**src/rtl/responder_memoria.sv**
```systemverilog
// ---------------------------------------------------------------------------
// responder_memoria
//   Single-port word memory that answers processor requests after a fixed
//   wait. A request is latched in IDLE. The wait counter is then loaded with
//   LATENCY-1 for a load or 0 for a store, and the FSM walks through
//   IDLE -> WAIT -> RESP. The access itself takes place on the edge that
//   enters RESP, and RESP is the single cycle in which Ready is high.
//
// Parameters
//   LATENCY  read wait cycles, legal range 1..7
//   DEPTH    number of 16-bit words
//
// Ports
//   Clock    in   rising-edge clock
//   Resetn   in   asynchronous active-low reset
//   Req      in   one-cycle request strobe
//   Write    in   1 = store, 0 = load (sampled with Req)
//   ADDR     in   16-bit word address (sampled with Req)
//   WDATA    in   16-bit store data (sampled with Req)
//   DIN      out  registered load data; holds until the next load completes
//   Ready    out  one-cycle completion pulse
//   Busy     out  registered, high while a request is in flight
//   Err      out  out-of-range address pulse, coincident with Ready
//   Overrun  out  sticky: Req arrived while Busy
// ---------------------------------------------------------------------------
module responder_memoria #(
  parameter int unsigned LATENCY = 2,
  parameter int unsigned DEPTH   = 128
) (
  input  logic        Clock,
  input  logic        Resetn,
  input  logic        Req,
  input  logic        Write,
  input  logic [15:0] ADDR,
  input  logic [15:0] WDATA,
  output logic [15:0] DIN,
  output logic        Ready,
  output logic        Busy,
  output logic        Err,
  output logic        Overrun
);

  localparam int unsigned IDX_W    = $clog2(DEPTH);
  localparam logic [2:0]  CNT_LOAD = 3'(LATENCY - 1);

  typedef enum logic [1:0] {
    S_IDLE,
    S_WAIT,
    S_RESP
  } state_e;

  state_e      state_q, state_d;
  logic [2:0]  cnt_q, cnt_d;
  logic [15:0] addr_q, addr_d;
  logic [15:0] wdata_q, wdata_d;
  logic        write_q, write_d;
  logic [15:0] din_q, din_d;
  logic        busy_q, busy_d;
  logic        ready_q, ready_d;
  logic        err_q, err_d;
  logic        overrun_q, overrun_d;

  logic [15:0]      mem [DEPTH];
  logic [IDX_W-1:0] idx;
  logic             in_range;
  logic             done;    // this edge moves WAIT -> RESP
  logic             mem_we;

  assign idx      = addr_q[IDX_W-1:0];
  assign in_range = (32'(addr_q) < DEPTH);

  // NOTE: every signal written in this block gets a default first. Without
  // that, any path that skips an assignment would infer a latch.
  always_comb begin
    state_d   = state_q;
    cnt_d     = cnt_q;
    addr_d    = addr_q;
    wdata_d   = wdata_q;
    write_d   = write_q;
    din_d     = din_q;
    overrun_d = overrun_q;
    done      = 1'b0;

    case (state_q)
      S_IDLE: begin
        if (Req) begin
          addr_d  = ADDR;
          wdata_d = WDATA;
          write_d = Write;
          cnt_d   = Write ? 3'd0 : CNT_LOAD;
          state_d = S_WAIT;
        end
      end
      S_WAIT: begin
        if (cnt_q != 3'd0) begin
          cnt_d = cnt_q - 3'd1;
        end else begin
          done    = 1'b1;
          state_d = S_RESP;
        end
      end
      S_RESP:  state_d = S_IDLE;
      default: state_d = S_IDLE;
    endcase

    // busy_q is high in both WAIT and RESP, so a Req in the RESP cycle also
    // counts as an overrun. That Req is not latched because the FSM only
    // accepts requests in IDLE.
    if (Req && busy_q) overrun_d = 1'b1;

    // Only a completing load updates DIN. An out-of-range load returns zero.
    if (done && !write_q) din_d = in_range ? mem[idx] : 16'h0000;

    mem_we  = done && write_q && in_range;
    ready_d = done;
    err_d   = done && !in_range;
    busy_d  = (state_d != S_IDLE);
  end

  // NOTE: sequential state uses non-blocking assignments only, so every flop
  // samples the values from before the edge, whatever order the blocks run.
  always_ff @(posedge Clock or negedge Resetn) begin
    if (!Resetn) begin
      state_q   <= S_IDLE;
      cnt_q     <= 3'd0;
      addr_q    <= 16'h0000;
      wdata_q   <= 16'h0000;
      write_q   <= 1'b0;
      din_q     <= 16'h0000;
      busy_q    <= 1'b0;
      ready_q   <= 1'b0;
      err_q     <= 1'b0;
      overrun_q <= 1'b0;
    end else begin
      state_q   <= state_d;
      cnt_q     <= cnt_d;
      addr_q    <= addr_d;
      wdata_q   <= wdata_d;
      write_q   <= write_d;
      din_q     <= din_d;
      busy_q    <= busy_d;
      ready_q   <= ready_d;
      err_q     <= err_d;
      overrun_q <= overrun_d;
    end
  end

  // NOTE: the storage array is deliberately left out of reset. Its contents
  // must survive Resetn, and leaving it unreset lets it map onto RAM. A store
  // aborted by reset never writes, because reset has already pulled state_q
  // back to IDLE.
  always_ff @(posedge Clock) begin
    if (mem_we) mem[idx] <= wdata_q;
  end

  assign DIN     = din_q;
  assign Ready   = ready_q;
  assign Busy    = busy_q;
  assign Err     = err_q;
  assign Overrun = overrun_q;

endmodule

```
**config.mk**
```make
export PLATFORM = sky130hd
export DESIGN_NAME = responder_memoria
export DESIGN_NICKNAME = d
export VERILOG_FILES = /design/src/rtl/responder_memoria.sv
export SDC_FILE = /design/constraint.sdc
export NUM_CORES = 2
export LEC_CHECK = 0
export CAP_MARGIN = 30
export CORE_MARGIN = 2
export CORE_UTILIZATION = 35
export CTS_BUF_LIST = sky130_fd_sc_hd__clkbuf_16
export DETAILED_ROUTE_END_ITERATION = 7
export PLACE_DENSITY_LB_ADDON = 0.3
export SLEW_MARGIN = 20
export SYNTH_ARGS = -nofsm -noshare
export SYNTH_HDL_FRONTEND = slang
export SYNTH_SLANG_ARGS = --single-unit
```
**constraint.sdc**
```tcl
create_clock -name Clock -period 3.26 [get_ports Clock]
set_clock_uncertainty 0.15 [all_clocks]
set_input_delay 0.978 -clock Clock [delete_from_list [all_inputs] [get_ports Clock]]
set_output_delay 0.978 -clock Clock [all_outputs]
set_load 0.03 [all_outputs]
```
# ---- Word-level counts from Yosys, hierarchy flattened
# Memory sizes are Yosys's and may differ from the RTL's.
# Cells that the tools add are included.
dict set report word_totals {
  memories 1
  rom_bits 0
  latch_bits 0
  in_bits 36
  output_inout_bits 20
  mem_bits_rw 2048
  reg_bits 58
  wordCells 41
}
# memory depth word_bits read_ports rd_ports_with_merged_regs write_ports line
set memory_table {}
lappend memory_table {mem 128 16 1 0 1 63} ;# logic [15:0] mem [DEPTH];
dict set report classes {
  order_cmp 1
  shift 0
  div 0
  addsub 1
  mul 0
  reduce_logical 13
  n_eq_ne 3
  n_bitwise 0
  muxes 12
}
# op n
set ops {}
lappend ops {{less-than comparator 16 x 8 -> 1 bit, second input constant} 1}
lappend ops {{two-way mux 16 bit} 1}
lappend ops {{two-way mux 3 bit} 2}
lappend ops {{one-hot mux 3 bit (2 select lines)} 1}
lappend ops {{logical AND 1 bit} 5}
lappend ops {{two-way mux 1 bit} 5}
lappend ops {{two-way mux 2 bit} 2}
lappend ops {{!= test 2 bit, second input constant} 2}
lappend ops {{one-hot mux 2 bit (2 select lines)} 1}
lappend ops {{nonzero test 2 bit} 2}
lappend ops {{AND reduction 3 bit} 1}
lappend ops {{nonzero test 3 bit} 1}
lappend ops {{subtractor 3 x 1 -> 3 bit, second input constant} 1}
lappend ops {{equality test 2 x 1 -> 1 bit, second input constant} 1}
lappend ops {{logical NOT 1 bit} 2}
lappend ops {{logical NOT 2 bit} 1}
lappend ops {{AND reduction 2 bit} 1}

# ---- Logic depth before layout (Yosys ltp)
dict set report logic_depth {
  depth_word 7
  depth_mapped 10
  depth_no_buf 8
}

# ---- Worst setup path before layout
# OpenSTA, ideal clock, no wires.
dict set report synth_timing {
  kind {register to register}
  startpoint {register addr_q[12]}
  endpoint {memory mem[100][0] (enable)}
  setup_slack_ns -0.026
  arrival_ns 2.747
  stages_incl_launch_ff 8
  setup_time_ns 0.389
  n_path_buf 1
  required_ns 2.721
  synth_period_minus_slack_ns 3.286
  path_cell_list {dfrtp_1 or4_1 or4_1 nor3_2 and4b_4 nand2_2 buf_4 nor2_1}
}
dict set report synth_between {
  elab_chain_cells 4
}
# element line
set synth_rtl {}
lappend synth_rtl {{from (decl)} 54} ;# logic [15:0] addr_q, addr_d;
lappend synth_rtl {{from (signal assigned)} 137} ;# addr_q <= addr_d;
lappend synth_rtl {{less-than comparator 16 x 8 -> 1 bit} 70} ;# assign in_range = (32'(addr_q) < DEPTH);
lappend synth_rtl {{logical AND 1 bit} 114} ;# mem_we = done && write_q && in_range;
lappend synth_rtl {{two-way mux 1 bit} 153} ;# if (mem_we) mem[idx] <= wdata_q;
lappend synth_rtl {{two-way mux 1 bit (implied by the code)} 153}
lappend synth_rtl {{to (decl)} 63}
# No other way between the ends.

# ---- Final worst setup path
dict set report layout_timing {
  startpoint {register addr_q[0]}
  endpoint {register din_q[5] (netlist: DIN[5])}
}
dict set report layout_between {
  elab_chain_cells 2
  word_cells_on_any_way 3
  classes_between {1 x order compare; 1 x mux; 1 x memory}
}
# element line
set layout_rtl {}
lappend layout_rtl {{memory read (128 x 16 bit) or less-than comparator 16 x 8 -> 1 bit (tied branches)} n/a}
lappend layout_rtl {{two-way mux 16 bit (*)} 112} ;# if (done && !write_q) din_d = in_range ? mem[idx] : 16'h0000;
lappend layout_rtl {{to (signal assigned)} 140} ;# din_q <= din_d;
lappend layout_rtl {{to (decl)} 57} ;# logic [15:0] din_q, din_d;
# Every way passes the cells marked *; elsewhere a longest branch is shown, timed or not.
# A chain may end at the register's enable or synchronous reset.

==> run summary <==
setup TNS - -0.0179 ns
fin nets - 5049
Synth area leaders - edfxtp_1, mux2i_1, o22ai_1
floorplan core area - 230000 um^2
vias in the first global route - 43000
prevailing post-synth register cell - edfxtp_1
TritonCTS clock tree - built
Final setup viols - 1
cell with the most instances after synthesis - edfxtp_1
Pwr Density - 897 nW/um^2
DIE AREA - 235000 um^2
critical path required time - 3.80 ns
max-slew violations - 0
Least-Margin Pin Slew - 0.902 ns
startpoint type of the worst setup path - register
share of cells above drive strength 1 - 0.166
pin count of the biggest net entering global routing - 99
final wirelength - 228000 um
Pre-antenna DRT Iters - 6
LEAKAGE - 33.0 nW
max-cap check violation count - 0
worst setup margin - -0.0179 ns
Cell Area, Synth - 81000 um^2
Via density - 5.39
Hold Crit Class - register to register
CTS buffer count - 212
GRT Resource Usage Total - 0.189
clk_lat worst skew - 0.85 ns
Tcrit/Tclk final - 1.01
CP endpoint kind - register
hpwl dp - 146000 um
Die Y - 485 um
Commonest cells post-synth - edfxtp_1, mux2i_1, o22ai_1, o21ai_0, clkbuf_1
total clock sinks - 2106
Achievable Freq - 0.305 GHz
Reg2Reg Launch Point - addr_q[0]
share of the synthesized area in the top cell type - 0.759
Synth Instances - 4526
Placed Cells - 7820
async set or reset register ratio after synthesis - 0.0275
Hold Crit Depth - 1
R2R setup slack - -0.02 ns
routed wl met2 - 108000 um
met3 wire length - 16200 um
CTS Buffer Depth - 3
crit-path max FO - 23
Seq/Total Area, Yosys - 0.777
Initial Util - 0.352
Area growth syn-to-layout - 19.0%
routed vias - 44300
DRT iter0 DRCs - 4799
ANT nets after route - 0
average size of a mapped cell - 17.9 um^2
chip width - 485 um
Fin. Hold Viols - 0
first-pass GRT wire length - 320000 um
Max H-tree Level - 4
Crit Path Class - register to register
clock-pin slew on the worst setup and hold paths - 0.06 ns
Hold Path End - Overrun
root buf cell - clkbuf_16
Yosys cell types - 35
IO buf count - 55
routed len/inst - 27.8 um
Post-Route M1 WL - 97500 um
Total Power - 86.4 mW
Max transition margin - 0.398
max layer used - met5
r2r worst-path depth - 9
status - finished with violations
initial antenna violation count - 9
violated checks - negative setup slack
Synth Register Bits - 2106
synth warn - 0
RD Place Congestion - 0.864
largest area contributor in the netlist - edfxtp_1
Tmin final - 3.28 ns
GRT overflow - 0
worst r2r dst - DIN[5]
Worst VDD drop - 0.000783 V
critical path arrival - 3.82 ns
Rows - 176
# DRC - 0
EDFF count, synth - 2048
critical hold path startpoint - Overrun
# IOs - 56
Synth Net Count - 4564
fin cells - 8216
worst max-delay path, stage by stage (launching register included):
cell and delay (ns):
dfrtp_4 0.54, buf_12 0.28, buf_12 0.25, buf_12 0.18, mux2i_1 0.19, o22ai_1 0.15
o21ai_0 0.46, a41oi_1 0.37, nor4_1 0.36, o21ai_0 0.11
sequential cells by signal, indices dropped and copies added, names as in the netlist, 2 cells and up:
signal / count
DIN: 16
cnt_q: 3
state_q: 2
mem: 2048
addr_q: 16
wdata_q: 16
placed cells by master (no fill, tap or decap), drive strengths merged, types with 49 or more instances in the layout:
cell type      synthesis  routed
nor2                 133     133
o22ai                514     514
inv                    6      75
clkdlybuf4s50          0      49
o21ai                274     274
a41oi                 64      64
mux2i               1024    1024
clkinv                 0      98
buf                  122     496
edfxtp              2048    2048
dfrtp                 58      58
clkbuf               159     214
metrics by stage:
stage | hold slack, ns | setup slack (ns) | util | instance area [um^2]
6_report | 0.309 | -0.0179 | 0.419 | 96400
5_1_grt | 0.336 | -0.00261 | 0.419 | 96400
4_1_cts | 0.311 | 0.00175 | 0.419 | 96300
3_5_place_dp | 0.297 | -0.333 | 0.390 | 89700
3_3_place_gp | 0.293 | -0.334 | 0.390 | 89600
2_1_floorplan | 0.322 | -0.0255 | - | 81000
cell families (layout without fill, tap and decap cells):
kind of cell	after synthesis	after routing	share of synthesized area
DFF	2106	2106	0.777
other	0	1	0
buffers and inverters	287	950	0.0151
muxes	1057	1057	0.131
and+or+nand+nor	216	216	0.0120
AOI/OAI and AO/OA	858	858	0.0640
adders and majority gates	2	2	0.000309
area by class of cell:
cell class / count / area (um^2)
Fill cell: 20300 / 134000
Sequential cell: 2106 / 63000
Multi-Input combinational cell: 2133 / 16900
Timing Repair Buffer: 552 / 6050
Clock buffer: 213 / 5330
Tap cell: 3026 / 3790
Clock inverter: 179 / 1200
Inverter: 6 / 22.5
Antenna cell: 1 / 2.50
per-layer routing:
layer  GRT usage  vias up
li1            -    19300
met1       0.264    22900
met2       0.304     1778
met3      0.0306      326
met4      0.0555        8
met5           0        -
worst max-delay path by stage:
stage / from / to / slack [ns]
final: addr_q[0] / DIN[5] / -0.02
after global routing: addr_q[0] / DIN[11] / -0.003
after CTS: addr_q[0] / DIN[13] / 0.002
after detailed placement: addr_q[0] / DIN[14] / -0.33
after global placement: addr_q[0] / DIN[14] / -0.33
after floorplan: addr_q[12] / mem[100][0] / -0.03
power by group:
part / internal [mW] / switching, mW / leakage (nW) / total [mW]
clock network: 12.7 / 10.1 / 3.45 / 22.9
registers: 34.0 / 1.91 / 19.1 / 35.9
logic: 9.47 / 18.2 / 10.5 / 27.7
total: 56.1 / 30.3 / 33.0 / 86.4
repair_timing:
action                                  4_1_cts  5_1_grt
hold endpoints to repair                     30        0
hold buffers                                  1        0
buffers inserted                              0        1
endpoints found under the setup margin       31       89
pin swaps                                     0        0
cloned                                        0        1
gates resized for setup                      36       36
No activity file was read; power rests on OpenSTA's default activity.
